[config.mk]
export PLATFORM = sky130hd
export DESIGN_NAME = instr_fetch
export DESIGN_NICKNAME = d
export VERILOG_FILES = /design/src/rtl/instr_fetch.sv
export SDC_FILE = /design/constraint.sdc
export NUM_CORES = 1
export LEC_CHECK = 0
export CORE_UTILIZATION = 29
export DETAILED_ROUTE_END_ITERATION = 8
export GPL_ROUTABILITY_DRIVEN = 0
export MAX_ROUTING_LAYER = met4
export PLACE_DENSITY_LB_ADDON = 0.05
export SLEW_MARGIN = 20
export SYNTH_ARGS = -nofsm -noshare
export SYNTH_HDL_FRONTEND = slang
export SYNTH_SLANG_ARGS = --single-unit
[constraint.sdc]
create_clock -name clk -period 2.5 [get_ports clk]
set_clock_uncertainty 0.2 [all_clocks]
set_input_delay 0.375 -clock clk [delete_from_list [all_inputs] [get_ports clk]]
set_output_delay 0.375 -clock clk [all_outputs]
set_load 0.01 [all_outputs]
[src/rtl/instr_fetch.sv]
// Multicycle instruction fetch stage: owns the PC, runs the req/ack memory port, and holds the instruction for decode.
// Optional retired-fetch counter enabled by defining FETCH_PERF_EN.
module instr_fetch #(
    parameter int unsigned      PC_W     = 32,
    parameter logic [PC_W-1:0]  RESET_PC = '0
) (
    input  logic            clk,
    input  logic            reset,
    output logic            imem_req,
    output logic [PC_W-1:0] imem_addr,
    input  logic            imem_ack,
    input  logic [31:0]     imem_rdata,
    output logic [31:0]     instr,
    output logic [5:0]      op,
    output logic [PC_W-1:0] instr_pc,
    output logic [PC_W-1:0] pc_plus4,
    output logic            instr_valid,
    input  logic            instr_ready,
    input  logic            redirect,
    input  logic [PC_W-1:0] redirect_pc,
    output logic [31:0]     fetch_count
);

    typedef enum logic [1:0] {
        S_FETCH,
        S_HOLD,
        S_DRAIN
    } state_t;

    state_t          state_q;
    logic [PC_W-1:0] pc_q;
    logic [PC_W-1:0] addr_q;
    logic [31:0]     ir_q;
    logic [PC_W-1:0] instr_pc_q;
    logic            valid_q;
    logic            req_q;
    logic [PC_W-1:0] redir_pc_d;

    assign redir_pc_d = redirect_pc & ~PC_W'(3);

    always_ff @(posedge clk) begin
        if (reset) begin
            state_q    <= S_FETCH;
            pc_q       <= RESET_PC;
            addr_q     <= RESET_PC;
            ir_q       <= '0;
            instr_pc_q <= '0;
            valid_q    <= 1'b0;
            req_q      <= 1'b0;
        end else begin
            unique case (state_q)
                S_FETCH: begin
                    if (redirect) begin
                        pc_q  <= redir_pc_d;
                        req_q <= 1'b1;
                        // An outstanding request must finish at its original address.
                        if (req_q && !imem_ack)
                            state_q <= S_DRAIN;
                        else
                            addr_q <= redir_pc_d;
                    end else if (req_q && imem_ack) begin
                        ir_q       <= imem_rdata;
                        instr_pc_q <= addr_q;
                        pc_q       <= addr_q + PC_W'(4);
                        valid_q    <= 1'b1;
                        req_q      <= 1'b0;
                        state_q    <= S_HOLD;
                    end else begin
                        req_q <= 1'b1;
                    end
                end
                S_HOLD: begin
                    if (redirect) begin
                        pc_q    <= redir_pc_d;
                        addr_q  <= redir_pc_d;
                        valid_q <= 1'b0;
                        req_q   <= 1'b1;
                        state_q <= S_FETCH;
                    end else if (instr_ready) begin
                        addr_q  <= pc_q;
                        valid_q <= 1'b0;
                        req_q   <= 1'b1;
                        state_q <= S_FETCH;
                    end
                end
                S_DRAIN: begin
                    if (imem_ack) begin
                        if (redirect) begin
                            pc_q   <= redir_pc_d;
                            addr_q <= redir_pc_d;
                        end else begin
                            addr_q <= pc_q;
                        end
                        state_q <= S_FETCH;
                    end else if (redirect) begin
                        pc_q <= redir_pc_d;
                    end
                end
                default: begin
                    state_q <= S_FETCH;
                    valid_q <= 1'b0;
                    req_q   <= 1'b0;
                end
            endcase
        end
    end

`ifdef FETCH_PERF_EN
    logic [31:0] count_q;

    always_ff @(posedge clk) begin
        if (reset)
            count_q <= '0;
        else if (state_q == S_HOLD && valid_q && instr_ready && !redirect)
            count_q <= count_q + 32'd1;
    end

    assign fetch_count = count_q;
`else
    assign fetch_count = '0;
`endif

    assign imem_req    = req_q;
    assign imem_addr   = addr_q;
    assign instr       = ir_q;
    assign op          = ir_q[31:26];
    assign instr_pc    = instr_pc_q;
    assign pc_plus4    = instr_pc_q + PC_W'(4);
    assign instr_valid = valid_q;

endmodule

Word-level counts from Yosys, hierarchy flattened. Cells that the tools add are included.

Register bits after elaboration: 132. Word-level logic and storage cells: 61. Input bits: 69.

Multiplexer cells: 27. Bitwise gates (word level): 2. Reductions and logical operators: 13. Add/sub/neg operators: 2. Equality and inequality tests: 10.

Operator list (count): 32-bit two-way mux (8); 32-bit case mux with 3 select lines (1); 32-bit by 3-bit adder with 32-bit output (second input constant) (2); 32-bit case mux with 2 select lines (1); 2-bit two-way mux (6); 2-bit inequality test (second input constant) (5); 3-bit inequality test (second input constant) (3); 1-bit two-way mux (8); 4-bit AND reduction (2); 1-bit case mux with 3 select lines (2); 2-bit case mux with 3 select lines (1); 5-bit AND reduction (1); 2-bit AND reduction (2); 3-bit AND reduction (1); 3-bit nonzero test (1); 2-bit by 1-bit == test with 1-bit output (second input constant) (1); 2-bit == test (second input constant) (1); 1-bit logical AND (2); 2-bit logical NOT (1); 1-bit inverter (2); 2-bit nonzero test (1); 2-bit OR reduction (1); 1-bit logical NOT (1).

Longest topological paths before layout.
Word-level depth: 5. Mapped depth: 8. Gate-level depth less buffers: 7.

Worst setup path after synthesis. Ideal clock, no wire load.

Path kind: register to output. Start point: reg instr_pc_q[2] (netlist: instr_pc[2]). End point: out pc_plus4[26]. Setup slack: 0.255 ns. Required time: 1.925 ns. Cell stages (with the launch flop): 7. Buffers on the path: 0. Arrival: 1.670 ns. Cells stage by stage: dfxtp_1 ha_1 and3_1 nand4_1 or2_1 nor3_1 xor2_1.

Cells in the longest elaborated chain, start to end: 1.

RTL lines: start, declared (RTL line 34) `logic [PC_W-1:0] instr_pc_q;`; start signal, assigned (RTL line 63) `instr_pc_q <= addr_q;`; 32-bit by 3-bit adder with 32-bit output (RTL line 128) `assign pc_plus4 = instr_pc_q + PC_W'(4);`; end, declared (RTL line 16) `output logic [PC_W-1:0] pc_plus4,`.

No other way between the ends.

Worst setup path after layout.
Start point: reg instr_pc_q[2] (netlist: instr_pc[2]). End point: out pc_plus4[18].

The elaborated chain is that of the path after synthesis.

==> results.cfg <==
[timing]
drv_slew = 0
rsz0062_at_grt = yes
slew_headroom = 0.657
finalCritPeriodShare = 1.09
setup_slack_ns = -0.217
hold_ws_ns = 0.180
fmax_mhz = 368
worst_slew_pin_slew_ns = 0.513
finalHoldViolCount = 0
finalSetupViolations = 20
finalCriticalPeriod_ns = 2.72

[synth]
syn-instance-count = 866
yosysMostFrequentCell = nand2_1
yosys-top-cells-area = dfxtp_1 40%, nand2_1 12%, a21oi_1 5.9%, buf_4 4.5%, a311oi_1 4.0%
yosysSeqAreaShare = 0.397
synth_flop_cell = dfxtp_1
syn_area_um2 = 6650
yosys.area.top_type_share = 0.397
ys_types = 52
synthArstFlopShare = 0
synth_warnings = 0
ys_top_cells_by_count = 221 x nand2_1, 132 x dfxtp_1, 78 x a21oi_1
synth-seq-cells = 132
synth.avg_cell_area_um2 = 7.68
synth_top_area_cell = dfxtp_1
synth_edf_count = 0

[worst_setup_path]
cp-endpoint = pc_plus4[18]
cp.required_ns = 1.92
crit_start = instr_pc[2]$_SDFFE_PP0P_
arrival_ns = 2.14
critical_path.max_fanout = 5
crit_path_start_kind = flip-flop
worstSetupPathType = reg -> out
reg2reg_slack_ns = 0.25
r2r_start = state_q[0]$_SDFFE_PP0P_
r2r-end = pc_q[25]$_SDFFE_PP0P_
reg2regPathDepth = 8
crit_path_end_kind = output port

[power_and_ir_drop]
p_sw_uw = 2030
p_leak_uw = 0.00386
pwr-share-comb = 0.238
vdd_drop_max_uv = 477
power_frac_clock = 0.381
powerDensity_nw_per_um2 = 646
p_int_uw = 4460
pwr-share-seq = 0.381
switching_share = 0.313
power_uw = 6500

[placement]
port_buffers = 202
dp_cells = 1371
post-place-ws_ns = -0.257
place_hpwl_um = 15400

[global_routing]
grt_pass1_vias = 6281
grt_max_degree = 87
grt_antenna_before_repair = 0
grt_first_pass_wirelength_um = 34600
track_usage = 0.194
grt_use_met3 = 0.0349
grt_most_used_layer = met2
gr-usage-met2 = 0.295
met1_usage = 0.259
grt-ovfl-total = 0

[cts]
cts_root_buf = clkbuf_16
numCtsBuffers = 17
cts_buffer_depth = 2
path_clk_slew_ns = 0.06
cts_tree = done
clock_latency_ns = 0.42
htree_num_levels = 4
clock_sinks = 132

[routing]
via_per_inst = 4.75
drt-total-wl_um = 22000
drc = 0
drt_pass1_iterations = 5
dr_total_vias = 6729
drtIter0Drc = 331
wl_per_cell_um = 15.6
ant_nets = 0

[die]
io_pins = 237
die-area_um2 = 23500
coreArea_um2 = 22600
die_w_um = 153
row_count = 55
die_h_um = 153
start_util = 0.295

[min_path]
hold_class = in -> reg
holdPathStages = 2

[run_status]
status = complete, but fails checks
violations = negative setup slack

[cells_and_area]
stdcell_count = 1416
drive_gt1_frac = 0.174
area_delta_synth_final_pct = 51.3
nets = 1192
utilization = 0.446
n_antenna_cell = 0

[run]
cap_violations = 0
==> cells in the final DEF, fill, tap and decap left out, drive strengths merged, types with 20 or more instances in the layout <==
cell | netlist | layout
nand2 | 221 | 221
clkdlybuf4s50 | 0 | 174
dfxtp | 132 | 132
buf | 61 | 121
a21oi | 80 | 80
nor2 | 58 | 58
conb | 1 | 32
a311oi | 30 | 30
o21ai | 27 | 27
xnor2 | 27 | 27
xor2 | 25 | 25
nand4 | 22 | 22
nand3 | 20 | 20
==> how the worst min path moves through the flow <==
stage                                      start                        end  slack [ns]
final                                      reset      pc_q[18]$_SDFFE_PP0P_        0.18
after CTS                                  reset      pc_q[18]$_SDFFE_PP0P_        0.17
after global placement     instr[1]$_SDFFE_PP0P_      instr[1]$_SDFFE_PP0P_        0.24
after global routing                       reset      pc_q[18]$_SDFFE_PP0P_        0.18
after floorplan             pc_q[0]$_SDFFE_PP0P_  imem_addr[0]$_SDFFE_PP0P_        0.25
after detailed placement  instr[19]$_SDFFE_PP0P_     instr[19]$_SDFFE_PP0P_        0.25
==> power by group through the flow <==
stage	clock, uW	sequential (uW)	combinational, uW
floorplan	0	2560	730
global placement	0	2520	1560
detailed placement	0	2520	1560
CTS	2550	2480	1560
global route	2650	2510	1690
finish	2480	2480	1550
==> metal layers <==
metal,up-vias,routed length [um]
li1,3433,-
met1,3081,10900
met2,195,9780
met3,20,1120
met4,0,251
met5,-,0
==> final cells by class <==
cell class / count / area [um2]
Clock inverter: 14 / 141
Sequential cell: 132 / 2650
Tap cell: 285 / 357
Inverter: 11 / 46.3
Fill cell: 2294 / 12500
Timing Repair Buffer: 300 / 2760
Multi-Input combinational cell: 656 / 3670
Clock buffer: 18 / 439
==> stage by stage <==
stage	cell area, um2	setup TNS, ns
2_1_floorplan	6770	0
3_3_place_gp	9320	-1.93
3_5_place_dp	9320	-2.35
4_1_cts	9920	-2.74
5_1_grt	10100	-4.97
6_report	10100	-2.20
==> logic make-up (layout without fill, tap and decap cells) <==
group                      after synthesis  in the layout  share of synthesized area
and+or+nand+nor                        373            373                      0.250
AOI/OAI and AO/OA                      193            193                      0.184
DFF                                    132            132                      0.397
buffers and inverters                  109            343                     0.0886
xor gates and xnor gates                52             52                     0.0685
adders and majority gates                5              5                    0.00941
other                                    1             32                   0.000564
muxes                                    1              1                    0.00151
==> state kept, by name, summed over array words and instances, names as in the netlist <==
signal       cells
pc_q            32
state_q          2
imem_addr       32
instr_valid      1
imem_req         1
instr_pc        32
instr           32
==> what timing repair did <==
item | 4_1_cts | 5_1_grt
buffers inserted | 7 | 7
pin swaps | 16 | 24
setup endpoints to repair | 25 | 24
hold buffers | 0 | 0
gates resized for setup | 106 | 37
==> worst max-delay path, stage by stage, from the launching register on <==
cell	delay (ns)
dfxtp_4	0.36
ha_4	0.13
and3_4	0.18
nand4_1	0.20
buf_4	0.22
nor2_4	0.07
buf_6	0.12
and3_4	0.17
xor2_1	0.12
buf_2	0.14
Power figures use the tool's default switching activity.
